`config.mk`:
```
export PLATFORM = sky130hd
export DESIGN_NAME = seq_divider
export DESIGN_NICKNAME = d
export VERILOG_FILES = /design/src/rtl/pe_div_pkg.sv /design/src/rtl/cond_sub.sv /design/src/rtl/seq_divider.sv
export SDC_FILE = /design/constraint.sdc
export NUM_CORES = 1
export LEC_CHECK = 0
export CAP_MARGIN = 0
export CORE_MARGIN = 2
export CORE_UTILIZATION = 54
export DETAILED_ROUTE_END_ITERATION = 7
export PLACE_DENSITY = 0.9
export SETUP_SLACK_MARGIN = 0.4
export SLEW_MARGIN = 10
export SYNTH_ARGS = -nofsm -noshare
export SYNTH_HDL_FRONTEND = slang
export SYNTH_SLANG_ARGS = --single-unit
```
`constraint.sdc`:
```
create_clock -name clk -period 7.89 [get_ports clk]
set_input_delay 2.367 -clock clk [delete_from_list [all_inputs] [get_ports clk]]
set_output_delay 2.367 -clock clk [all_outputs]
set_load 0.05 [all_outputs]
```
`src/rtl/pe_div_pkg.sv`:
```
// Shared types and sizing for the PE coprocessor divider.
package pe_div_pkg;

  typedef enum logic [1:0] {
    ST_IDLE = 2'd0,
    ST_RUN  = 2'd1,
    ST_DONE = 2'd2
  } div_state_t;

  localparam int DIV_WIDTH = 16;
  localparam int DIV_CNT_W = $clog2(DIV_WIDTH);

endpackage

```
`src/rtl/cond_sub.sv`:
```
// Ripple-borrow subtractor a - b built from full-adder cells (b inverted, carry-in 1).
module cond_sub #(
  parameter int W = 17
) (
  input  logic [W-1:0] a,
  input  logic [W-1:0] b,
  output logic [W-1:0] diff,
  output logic         borrow
);

  logic [W:0] c;

  assign c[0] = 1'b1;

  for (genvar i = 0; i < W; i++) begin : g_fa
    logic bn;
    assign bn        = ~b[i];
    assign diff[i]   = a[i] ^ bn ^ c[i];
    assign c[i+1]    = (a[i] & bn) | ((a[i] ^ bn) & c[i]);
  end

  // A carry out of 1 means no borrow was needed.
  assign borrow = ~c[W];

endmodule

```
`src/rtl/seq_divider.sv`:
```
// Iterative unsigned restoring divider, one quotient bit per clock.
module seq_divider
  import pe_div_pkg::*;
#(
  parameter int WIDTH = DIV_WIDTH
) (
  input  logic             clk,
  input  logic             rst,
  input  logic             start,
  input  logic [WIDTH-1:0] dividend,
  input  logic [WIDTH-1:0] divisor,
  output logic             busy,
  output logic             done,
  output logic [WIDTH-1:0] quotient,
  output logic [WIDTH-1:0] remainder,
  output logic             div_by_zero,
  output logic [1:0]       dbg_state
);

  localparam int CW = (WIDTH > 1) ? $clog2(WIDTH) : 1;
  localparam logic [CW-1:0] LAST_ITER = CW'(WIDTH - 1);

  // Handshake: start is a request taken only in IDLE (no queuing); busy marks
  // the WIDTH iteration cycles; done is a one-cycle pulse when results are valid.
  div_state_t       state;
  logic [CW-1:0]    cnt;
  logic [WIDTH-1:0] r;
  logic [WIDTH-1:0] q;
  logic [WIDTH-1:0] dvs;

  logic [WIDTH:0]   t;
  logic [WIDTH:0]   d;
  logic             borrow;
  logic [WIDTH-1:0] r_nxt;
  logic [WIDTH-1:0] q_nxt;

  assign t = {r, q[WIDTH-1]};

  cond_sub #(.W(WIDTH + 1)) u_sub (
    .a      (t),
    .b      ({1'b0, dvs}),
    .diff   (d),
    .borrow (borrow)
  );

  always_comb begin
    r_nxt = r;
    q_nxt = q;
    if (borrow) r_nxt = t[WIDTH-1:0];
    else        r_nxt = d[WIDTH-1:0];
    q_nxt = {q[WIDTH-2:0], ~borrow};
  end

  always_ff @(posedge clk) begin
    if (rst) begin
      state       <= ST_IDLE;
      cnt         <= '0;
      r           <= '0;
      q           <= '0;
      dvs         <= '0;
      busy        <= 1'b0;
      done        <= 1'b0;
      quotient    <= '0;
      remainder   <= '0;
      div_by_zero <= 1'b0;
    end else begin
      case (state)
        ST_IDLE: begin
          done <= 1'b0;
          if (start) begin
            div_by_zero <= 1'b0;
            if (divisor == '0) begin
              state       <= ST_DONE;
              quotient    <= '1;
              remainder   <= dividend;
              div_by_zero <= 1'b1;
              done        <= 1'b1;
            end else begin
              state <= ST_RUN;
              busy  <= 1'b1;
              r     <= '0;
              q     <= dividend;
              dvs   <= divisor;
              cnt   <= '0;
            end
          end
        end
        ST_RUN: begin
          r   <= r_nxt;
          q   <= q_nxt;
          cnt <= cnt + 1'b1;
          if (cnt == LAST_ITER) begin
            state     <= ST_DONE;
            busy      <= 1'b0;
            done      <= 1'b1;
            quotient  <= q_nxt;
            remainder <= r_nxt;
          end
        end
        default: begin
          done  <= 1'b0;
          busy  <= 1'b0;
          state <= ST_IDLE;
        end
      endcase
    end
  end

  // The partial remainder stays below the divisor, so a kept difference never uses its top bit.
  always_ff @(posedge clk) begin
    if (!rst && state == ST_RUN) assert (borrow || !d[WIDTH]);
  end

  assign dbg_state = state;

endmodule

```
==> results.toml <==
[placed_design]
portBuffers = 71
placed_area_sq_um = 5150
dp_hpwl_mm = 7.80
gp_congestion = 0.901

[routing]
drc = 0
drtPass1Iterations = 5
avgViaCountPerCell = 6.79
ant_nets = 0
via_count = 4196
drt_wl_total_mm = 12.7
drt_iter0_drc = 464
wl_per_cell_um = 20.5

[sta]
final-max-slew-violation-count = 0
fmax_mhz = 138
hold_ws_ns = 0.467
maxSlewHeadroom = 0.299
worst_pin_slew_ns = 1.05
final.min_clock_period_ns = 7.26
setup_tns_ns = 0
clock_skew_ns = 0.00795
setup_viol = 0
hold_viol = 0
finalCritPeriodShare = 0.920
rsz0062_at_grt = "no"

[cts]
cts_max_path_buffers = 2
numCtsBuffers = 9
cts_root_buf = "clkbuf_8"
cts_tree = "done"
htreeDepth = 3
postCtsHoldBufs = 0
numClockSinks = 89
clock_latency_ns = 0.36
path_clk_slew_ns = 0.08

[worst_hold_path]
min_path_type = "reg -> reg"

[power_and_ir_drop]
pwr-share-comb = 0.253
power-per-cell-area_nw_per_um2 = 186
switchingPower_uw = 336
p_seq_frac = 0.477
netSwitchingFraction = 0.324
peakVddDrop_mv = 0.104
p_int_uw = 699
power_leakage_uw = 0.00177
p_clk_frac = 0.271

[synth]
synth.yosys.seq_area_share = 0.396
yosys_warnings = 0
mappedNetlistArea_sq_um = 4500
synth.avg_cell_area_sq_um = 9.60
yosysTopAreaCellShare = 0.396
synth_cells = 469
ys_seq_elements = 89
yosysUniqueCellTypes = 37
synth_top_cell_by_area = "dfxtp_1"
synthTopCellsByArea = "dfxtp_1 40%, a211oi_1 16%, fa_1 6.7%"
syn_nets = 521

[critical_path]
cpMaxStageDelayCell = "fa_1"
end_kind = "flop"
cp_common_cell = "fa_1"
path_buf_inv = 3
crit_chain = "inv_1, ha_1, fa_1, fa_1, fa_1, fa_1, fa_2, fa_1, fa_1, fa_1, fa_1, fa_1, fa_1, fa_1, fa_2, fa_1, inv_1, fa_2, nor3_4, buf_6, a221oi_2, a211oi_1"
critPathMaxFanout = 12
cpLargestDelayFamily = "adder cells"
worstPathRequired_ns = 8.08
crit_type = "reg -> reg"
slowest_delay_ns = 0.40
cp-start-kind = "flop"
cp.arrival_ns = 7.46

[cells_and_area]
antenna_cells = 0
drive_gt1_frac = 0.185
fillerInstances = 610
fin_area_sq_um = 5570
multi_input_area_sq_um = 2540
fin_util = 0.685
nets = 560
regArea_sq_um = 1780
area.growth.synth_to_final_pct = 23.8

[die]
start_util = 0.553
dieArea_sq_um = 9080
coreArea_sq_um = 8130
die_h_um = 95.3
die_width_um = 95.3
io_pins = 72
rows = 33

[grt]
first_global_vias = 3744
track_usage = 0.270
grt_first_pass_wirelength_mm = 19.0
grt.overflow.total = 0
antenna_found_initial = 0
grt_max_degree = 86

[run]
maxCapViolCount = 0

[outcome]
status = "completed"
[per-layer routing]
| metal | up-vias | wire, um | global-route usage |
|---|---|---|---|
| li1 | 1899 | - | - |
| met1 | 2013 | 5220 | 0.388 |
| met2 | 259 | 6090 | 0.403 |
| met3 | 25 | 1070 | 0.0300 |
| met4 | 0 | 291 | 0.135 |
| met5 | - | 0 | 0 |
[metrics by stage]
step                      std cells  setup slack (ns)  total power (uW)
after global routing            618             0.338              1080
after CTS                       614             0.540               984
after global placement          598             0.651               703
after detailed placement        598             0.562               710
after floorplan                 469             0.941               648
final                           618             0.629              1040
[worst min-delay path, cell delays in order, from the launching register on]
cell	delay, ns
dfxtp_1	0.32
nand2_1	0.05
a21oi_1	0.05
[power by group through the flow]
stage               logic (uW)  clock network [uW]  registers, uW
finish                     262                 280            493
global route               282                 300            496
CTS                        212                 283            490
detailed placement         210                   0            501
global placement           204                   0            499
floorplan                  152                   0            496
[final timing paths]
kind / from / cells past startpoint / to / slack, ns
worst min register to register: done$_SDFFE_PP0P_ / 2 / done$_SDFFE_PP0P_ / 0.47
worst max register to register: q[15]$_SDFFE_PP0P_ / 22 / remainder[8]$_SDFFE_PP0P_ / 0.63
worst max-delay path: q[15]$_SDFFE_PP0P_ / 22 / remainder[8]$_SDFFE_PP0P_ / 0.63
worst min-delay path: done$_SDFFE_PP0P_ / 2 / done$_SDFFE_PP0P_ / 0.47
[state kept, by name, summed over array words and instances (netlist names)]
signal,cells
dvs,16
q,16
quotient,16
r,16
remainder,16
cnt,4
dbg_state,2
busy,1
div_by_zero,1
done,1
[cell usage in the layout (no fill, tap or decap), drive strengths merged, types with 6 or more instances in the layout]
cell type / synthesis / final
clkdlybuf4s50: 0 / 70
inv: 32 / 32
nor3: 17 / 17
a21oi: 25 / 25
nor2: 9 / 9
buf: 29 / 14
o21ai: 18 / 18
a211oi: 95 / 95
a22o: 15 / 15
a221oi: 30 / 30
nand3: 21 / 21
fa: 15 / 15
dfxtp: 89 / 89
clkbuf: 27 / 11
a311oi: 15 / 15
nand2: 6 / 6
[cell usage after synthesis, drive strengths merged]
cell,number
a211oi,95
a21o,1
a21oi,25
a221oi,30
a222oi,1
a22o,15
a22oi,3
a311oi,15
a31oi,2
and2,2
and4,1
buf,29
clkbuf,27
dfxtp,89
fa,15
ha,2
inv,32
mux2,1
nand2,6
nand2b,3
nand3,21
nand4,1
nor2,9
nor2b,1
nor3,17
nor4,4
o21ai,18
o22ai,3
or2,1
[cell families after synthesis]
family          after synthesis  share of synthesized area
compound gates              208                      0.361
fa+ha+maj                    17                     0.0723
buf+inv                      88                     0.0840
flops                        89                      0.396
mux                           1                    0.00250
simple gates                 66                     0.0842
[layout make-up]
cell class,instances,share of cell area
Multi-Input combinational cell,292,0.456
Tap cell,105,0.0236
Clock inverter,5,0.00561
Sequential cell,89,0.320
Timing Repair Buffer,84,0.148
Inverter,32,0.0216
Clock buffer,11,0.0254
[repair_timing]
item	4_1_cts	5_1_grt
setup endpoints to repair	0	33
gates resized for setup	0	44
buffers inserted	0	3
(Power assumes the default switching activity.)
